--- config.mk ---
export PLATFORM = sky130hd
export DESIGN_NAME = sk_eta_pack
export DESIGN_NICKNAME = d
export VERILOG_FILES = /design/src/rtl/sk_eta_pack.sv
export SDC_FILE = /design/constraint.sdc
export NUM_CORES = 1
export LEC_CHECK = 0
export ABC_AREA = 1
export CAP_MARGIN = 20
export CELL_PAD_IN_SITES_DETAIL_PLACEMENT = 1
export CELL_PAD_IN_SITES_GLOBAL_PLACEMENT = 1
export CORE_UTILIZATION = 39
export DETAILED_ROUTE_END_ITERATION = 16
export GPL_TIMING_DRIVEN = 1
export PLACE_DENSITY_LB_ADDON = 0.08
export SLEW_MARGIN = 20
export SYNTH_ARGS = -nofsm -noshare
export SYNTH_HDL_FRONTEND = slang
export SYNTH_SLANG_ARGS = --single-unit
--- constraint.sdc ---
create_clock -name clk -period 4.3 [get_ports clk]
set_clock_uncertainty 0.05 [all_clocks]
set_input_delay 0.43 -clock clk [delete_from_list [all_inputs] [get_ports clk]]
set_output_delay 0.43 -clock clk [all_outputs]
set_load 0.02 [all_outputs]
--- src/rtl/sk_eta_pack.sv ---
// Packs the eta=2 secret vectors s1||s2 from NTT RAM into the 3-bit-per-coefficient
// skEncode stream, written as 64-bit words into raw data RAM.
module sk_eta_pack #(
  parameter int unsigned K                    = 8,
  parameter int unsigned L                    = 7,
  parameter int unsigned N                    = 256,
  parameter int unsigned ETA                  = 2,
  parameter int unsigned Q                    = 8380417,
  parameter int unsigned COEFF_WIDTH          = 24,
  parameter int unsigned COEFF_PER_WORD       = 4,
  parameter int unsigned WORD_COEFF           = COEFF_WIDTH * COEFF_PER_WORD,
  parameter int unsigned NTT_ADDR_WIDTH       = 12,
  parameter int unsigned VECTOR_S_BASE_OFFSET = 0,
  parameter int unsigned WORD_WIDTH           = 64,
  parameter int unsigned DATA_ADDR_WIDTH      = 12,
  parameter int unsigned SK_S_BASE_OFFSET     = 0,
  parameter int unsigned PACK_BITS            = 3
) (
  input  logic                       clk,
  input  logic                       rst,
  input  logic                       start,
  output logic                       done,
  output logic                       err,
  output logic                       re_vector_s,
  output logic [NTT_ADDR_WIDTH-1:0]  addr_vector_s,
  input  logic [WORD_COEFF-1:0]      dout_vector_s,
  output logic                       we_sk,
  output logic [DATA_ADDR_WIDTH-1:0] addr_sk,
  output logic [WORD_WIDTH-1:0]      din_sk
);

  localparam int unsigned NW_IN    = (K + L) * N / COEFF_PER_WORD;
  localparam int unsigned NW_OUT   = (K + L) * N * PACK_BITS / WORD_WIDTH;
  localparam int unsigned IN_BITS  = COEFF_PER_WORD * PACK_BITS;
  localparam int unsigned BUF_W    = WORD_WIDTH + IN_BITS;
  localparam int unsigned CNT_W    = $clog2(BUF_W + 1);
  localparam int unsigned IN_IDX_W = $clog2(NW_IN + 1);
  localparam int unsigned OUT_W    = $clog2(NW_OUT + 1);

  typedef enum logic [2:0] {
    S_IDLE, S_REQ, S_WAIT, S_APPEND, S_EMIT, S_DONE
  } state_e;

  state_e                     state_q, state_d;
  logic [IN_IDX_W-1:0]        in_idx_q, in_idx_d;
  logic [OUT_W-1:0]           out_idx_q, out_idx_d;
  logic [CNT_W-1:0]           cnt_q, cnt_d;
  logic [BUF_W-1:0]           buf_q, buf_d;
  logic                       done_q, done_d;
  logic                       err_q, err_d;
  logic                       re_q, re_d;
  logic [NTT_ADDR_WIDTH-1:0]  raddr_q, raddr_d;
  logic                       we_q, we_d;
  logic [DATA_ADDR_WIDTH-1:0] waddr_q, waddr_d;
  logic [WORD_WIDTH-1:0]      wdata_q, wdata_d;

  logic [IN_BITS-1:0]         lanes_v;
  logic                       lanes_bad;

  // Map one stored coefficient c to ETA - c mod Q; flag anything outside [-ETA, ETA].
  function automatic logic [PACK_BITS:0] eta_map(input logic [COEFF_WIDTH-1:0] c);
    int unsigned cu;
    logic [PACK_BITS:0] r;
    cu = 32'(c);
    r  = '0;
    if (cu <= ETA) begin
      r[PACK_BITS-1:0] = PACK_BITS'(ETA - cu);
    end else if ((cu >= Q - ETA) && (cu < Q)) begin
      r[PACK_BITS-1:0] = PACK_BITS'(ETA + Q - cu);
    end else begin
      r[PACK_BITS] = 1'b1;
    end
    return r;
  endfunction

  // Pack all lanes of the current NTT word into one IN_BITS chunk.
  always_comb begin
    logic [PACK_BITS:0] m;
    lanes_v   = '0;
    lanes_bad = 1'b0;
    for (int j = 0; j < int'(COEFF_PER_WORD); j++) begin
      m = eta_map(dout_vector_s[COEFF_WIDTH*j +: COEFF_WIDTH]);
      lanes_v[PACK_BITS*j +: PACK_BITS] = m[PACK_BITS-1:0];
      lanes_bad = lanes_bad | m[PACK_BITS];
    end
  end

  // State register.
  always_ff @(posedge clk) begin
    if (rst) state_q <= S_IDLE;
    else     state_q <= state_d;
  end

  // Next-state logic.
  always_comb begin
    state_d = state_q;
    case (state_q)
      S_IDLE:   if (start) state_d = S_REQ;
      S_REQ:    state_d = S_WAIT;
      S_WAIT:   state_d = S_APPEND;
      S_APPEND: state_d = ((cnt_q + CNT_W'(IN_BITS)) >= CNT_W'(WORD_WIDTH)) ? S_EMIT : S_REQ;
      S_EMIT:   state_d = (out_idx_q == OUT_W'(NW_OUT - 1)) ? S_DONE : S_REQ;
      S_DONE:   state_d = S_IDLE;
      default:  state_d = S_IDLE;
    endcase
  end

  // Datapath and registered-output next values, keyed to the upcoming state.
  always_comb begin
    in_idx_d  = in_idx_q;
    out_idx_d = out_idx_q;
    cnt_d     = cnt_q;
    buf_d     = buf_q;
    err_d     = err_q;
    raddr_d   = raddr_q;
    waddr_d   = waddr_q;
    wdata_d   = wdata_q;
    case (state_q)
      S_IDLE: begin
        if (start) begin
          in_idx_d  = '0;
          out_idx_d = '0;
          cnt_d     = '0;
          buf_d     = '0;
          err_d     = 1'b0;
        end
      end
      S_APPEND: begin
        buf_d    = buf_q | (BUF_W'(lanes_v) << cnt_q);
        cnt_d    = cnt_q + CNT_W'(IN_BITS);
        in_idx_d = in_idx_q + IN_IDX_W'(1);
        if (lanes_bad) err_d = 1'b1;
      end
      S_EMIT: begin
        buf_d     = buf_q >> WORD_WIDTH;
        cnt_d     = cnt_q - CNT_W'(WORD_WIDTH);
        out_idx_d = out_idx_q + OUT_W'(1);
      end
      default: ;
    endcase
    re_d   = (state_d == S_REQ);
    we_d   = (state_d == S_EMIT);
    done_d = (state_d == S_DONE);
    if (state_d == S_REQ)
      raddr_d = NTT_ADDR_WIDTH'(VECTOR_S_BASE_OFFSET) + NTT_ADDR_WIDTH'(in_idx_d);
    if (state_d == S_EMIT) begin
      wdata_d = buf_d[WORD_WIDTH-1:0];
      waddr_d = DATA_ADDR_WIDTH'(SK_S_BASE_OFFSET) + DATA_ADDR_WIDTH'(out_idx_q);
    end
  end

  // Datapath and output registers.
  always_ff @(posedge clk) begin
    if (rst) begin
      in_idx_q  <= '0;
      out_idx_q <= '0;
      cnt_q     <= '0;
      buf_q     <= '0;
      done_q    <= 1'b0;
      err_q     <= 1'b0;
      re_q      <= 1'b0;
      raddr_q   <= '0;
      we_q      <= 1'b0;
      waddr_q   <= '0;
      wdata_q   <= '0;
    end else begin
      in_idx_q  <= in_idx_d;
      out_idx_q <= out_idx_d;
      cnt_q     <= cnt_d;
      buf_q     <= buf_d;
      done_q    <= done_d;
      err_q     <= err_d;
      re_q      <= re_d;
      raddr_q   <= raddr_d;
      we_q      <= we_d;
      waddr_q   <= waddr_d;
      wdata_q   <= wdata_d;
    end
  end

  assign done          = done_q;
  assign err           = err_q;
  assign re_vector_s   = re_q;
  assign addr_vector_s = raddr_q;
  assign we_sk         = we_q;
  assign addr_sk       = waddr_q;
  assign din_sk        = wdata_q;

endmodule
==> results by group <==
Status
  • Run status: finished clean

Setup path
  • R2R Path End: addr_vector_s[9]
  • Crit Path Class: reg2reg
  • Crit Reg-Reg Startpoint: cnt_q[3]
  • Arrival time at the worst endpoint: 3.59 ns
  • FF-to-FF setup slack: ~0.95 ns
  • Critical-path top delay cell: dfxtp_1
  • Startpoint types: flop
  • Critical path capture point type: flop
  • Crit-path max FO: 21
  • Req. time, crit path: 4.54 ns
  • R2R cell count: 11
  • CP cell instances: inv_1 -> ha_1 -> nor3_2 -> xor2_2 -> nand2_2 -> o41ai_1 -> inv_1 -> nand3_1 -> nor2_1 -> a21oi_1 -> nor2_1
  • CP max stage delay: 0.72 ns

Cells and area
  • Layout Nets: roughly 1.8k
  • Layout cells sized above 1: 0.0439
  • Area Growth Syn to Fin: 27.3%
  • Antenna diode count: 0
  • Non-Filler Instances: 2011
  • Layout fillers: 3222
  • Core Util, Final: 0.510

Yosys
  • FFs w/ async S/R, synth: 0
  • Area leader, netlist: dfxtp_1
  • Synth top area cells: dfxtp_1 (38%), nand2_1 (14%), inv_1 (8.7%), nor2_1 (6.9%), a21oi_1 (5.3%)
  • Seq cells post-synth: 188
  • Top FF cell, synth: dfxtp_1
  • Syn avg cell area: 6.46 um2
  • Top-count cell post-synth: nand2_1
  • Synth Warn #: 0
  • Cell variety after synth: 46
  • Post-synth top area share: 0.383
  • Gate count of the mapped netlist: 1521
  • Post-synth EDFFs: 0
  • Seq/Total Area, Yosys: 0.383
  • Mapped Area: 0.00983 mm2
  • Commonest cells post-synth: nand2_1 (377), inv_1 (227), dfxtp_1 (188), nor2_1 (180), a21oi_1 (104)

Power and ir drop
  • Design Power: 3760 uW
  • PwrDens: between 300 and 400 mW/mm2
  • Peak VDD IR: a little under 0.2 mV
  • Static leakage: 0.00536 uW

Routing
  • DR WL/cell: around 17 um
  • Drt via density: 5.15
  • Via count: around 10k
  • DRT Pass-1 Iters: 5
  • Routed WL: roughly 33 mm
  • Residual DRC: 0
  • Post-route ant nets: 0
  • DRT iter0 DRCs: 544

Worst hold path
  • Min-delay src: addr_vector_s[6]
  • Worst Hold Class: reg2reg
  • Worst Hold Depth: 2
  • Hold worst-path end: addr_vector_s[6]

Floorplan
  • Cell row count: 57
  • Die width: around 160 um
  • Boundary Pins: roughly 190
  • Core area: between 0.02 and 0.025 mm2
  • Die Footprint: 0.0258 mm2
  • Die Height: 161 um
  • Effective utilization at floorplan: 0.401

Timing
  • RSZ-0062 raised after global routing: false
  • Final worst path period need: 3.35 ns
  • Slew Limit Fails: 0
  • Setup Viol. Count Final: 0
  • Tightest Pin Transition: about 0.81 ns
  • Hold Violations, Final: 0
  • Fin crit share: 0.780
  • Max Clk Rate: 298 MHz
  • Worst relative slew slack: 0.459
  • Final TNS setup: 0 ns

Flow run
  • Max_cap viols: 0

Place
  • DP Cell Count: 1979
  • HPWL after DPL: 24.5 mm
  • GPL Wtd Cong: around 0.9
  • Port Buffer Count: between 150 and 200

Global route
  • Initial antenna violation count: 0
  • Vias in the first global route: around 11k
  • Largest net degree at the start of global routing: 64
  • GRT Util Overall: 0.263
  • GRT overflow: 0
  • First-pass GRT wire length: ~54 mm

CTS
  • Setup bufs post-CTS: 0
  • CTS tree: done
  • H-tree depth: 4
  • Worst-Skew Late Latency: 0.43 ns
  • CTS root buf: clkbuf_16
  • Cts-stage hold buffer count: 0
  • Longest Clk Path Bufs: 2
  • Worst-path clk slew: 0.07 ns
  • Quantity of gates resized following cts: 0
  • Sink Count: around 190
  • TritonCTS buffer count: 17
==> state kept, by name, summed over array words and instances (netlist names) <==
name / cells
re_vector_s: 1
din_sk: 64
in_idx_q: 10
addr_vector_s: 10
we_sk: 1
addr_sk: 8
out_idx_q: 8
state_q: 3
err: 1
cnt_q: 5
buf_q: 76
done: 1
==> critical path: cells and delay by family (launching register included) <==
kind | cells | cell delay (ns)
xor gates and xnor gates | 1 | 0.44
buffers and inverters | 2 | 0.30
AOI/OAI and AO/OA | 2 | 0.26
adders and majority gates | 1 | 0.26
DFF | 1 | 0.72
and+or+nand+nor | 5 | 1.17
==> how the worst max path moves through the flow <==
stage,to,depth (start not counted),slack (ns),from
2_1_floorplan,addr_vector_s[9],14,1.80,cnt_q[3]
6_report,addr_vector_s[9],11,0.95,cnt_q[3]
3_3_place_gp,addr_vector_s[9],12,1.10,cnt_q[2]
4_1_cts,addr_vector_s[9],11,0.97,cnt_q[3]
5_1_grt,addr_vector_s[9],11,0.63,cnt_q[3]
3_5_place_dp,addr_vector_s[9],11,0.99,cnt_q[3]
==> final cells by class <==
cell class	instances	area, um2	area share
clock buffers	18	439	0.0351
clock inverters	14	150	0.0120
inverters	233	875	0.0699
multi-input cells	1035	4900	0.392
flip-flops and latches	188	3760	0.301
well taps	324	405	0.0324
repair buffers	199	1970	0.158
==> layout by cell type, fill, tap and decap left out, types with 2 or more instances in the layout <==
cell type / n
nor2_1: 179
o211ai_1: 18
o21ai_0: 84
buf_4: 13
nor2_2: 7
inv_2: 7
a21oi_1: 104
clkdlybuf4s50_1: 183
inv_6: 5
a21o_1: 4
xnor2_1: 4
nor3b_1: 2
o21a_1: 14
nand2_1: 377
nand3_1: 95
conb_1: 6
nand2_2: 3
o22ai_1: 6
a211oi_1: 4
dfxtp_1: 188
a31oi_1: 5
nand3b_1: 4
o21ai_1: 2
and2_1: 5
clkbuf_16: 17
o31ai_1: 3
inv_8: 2
or2_2: 4
inv_1: 226
clkinv_4: 2
clkinvlp_4: 2
nand4_1: 53
and3_1: 2
ha_1: 14
o21bai_1: 7
nor3_1: 16
buf_12: 2
==> power breakdown <==
group,switching (uW),internal [uW]
Sequential,8.45,1750
Clock,754,838
Combinational,249,153
==> metal layers <==
metal	part of all wire	vias up	global-route usage	wire, um
li1	-	5153	-	-
met1	0.47	4954	0.338	15500
met2	0.47	202	0.454	15800
met3	0.037	41	0.0364	1240
met4	0.023	0	0.0780	753
met5	0	-	0	0
==> through the flow <==
| step | cell area [um2] | setup WS, ns | hold WS (ns) |
|---|---|---|---|
| 3_3_place_gp | 11900 | 1.10 | 0.384 |
| 3_5_place_dp | 11900 | 0.992 | 0.384 |
| 2_1_floorplan | 9850 | 1.80 | 0.371 |
| 5_1_grt | 12500 | 0.633 | 0.417 |
| 4_1_cts | 12500 | 0.974 | 0.395 |
| 6_report | 12500 | 0.948 | 0.392 |
==> cells by family after synthesis <==
kind of cell             share of synthesized area
adder cells (fa/ha/maj)                     0.0178
AND/OR/NAND/NOR                              0.325
AO/OA/AOI/OAI                                0.148
other                                     0.000382
buffers and inverters                        0.120
flip-flops                                   0.383
XOR/XNOR                                   0.00522
Note: power is estimated with default switching activity, not from simulation.
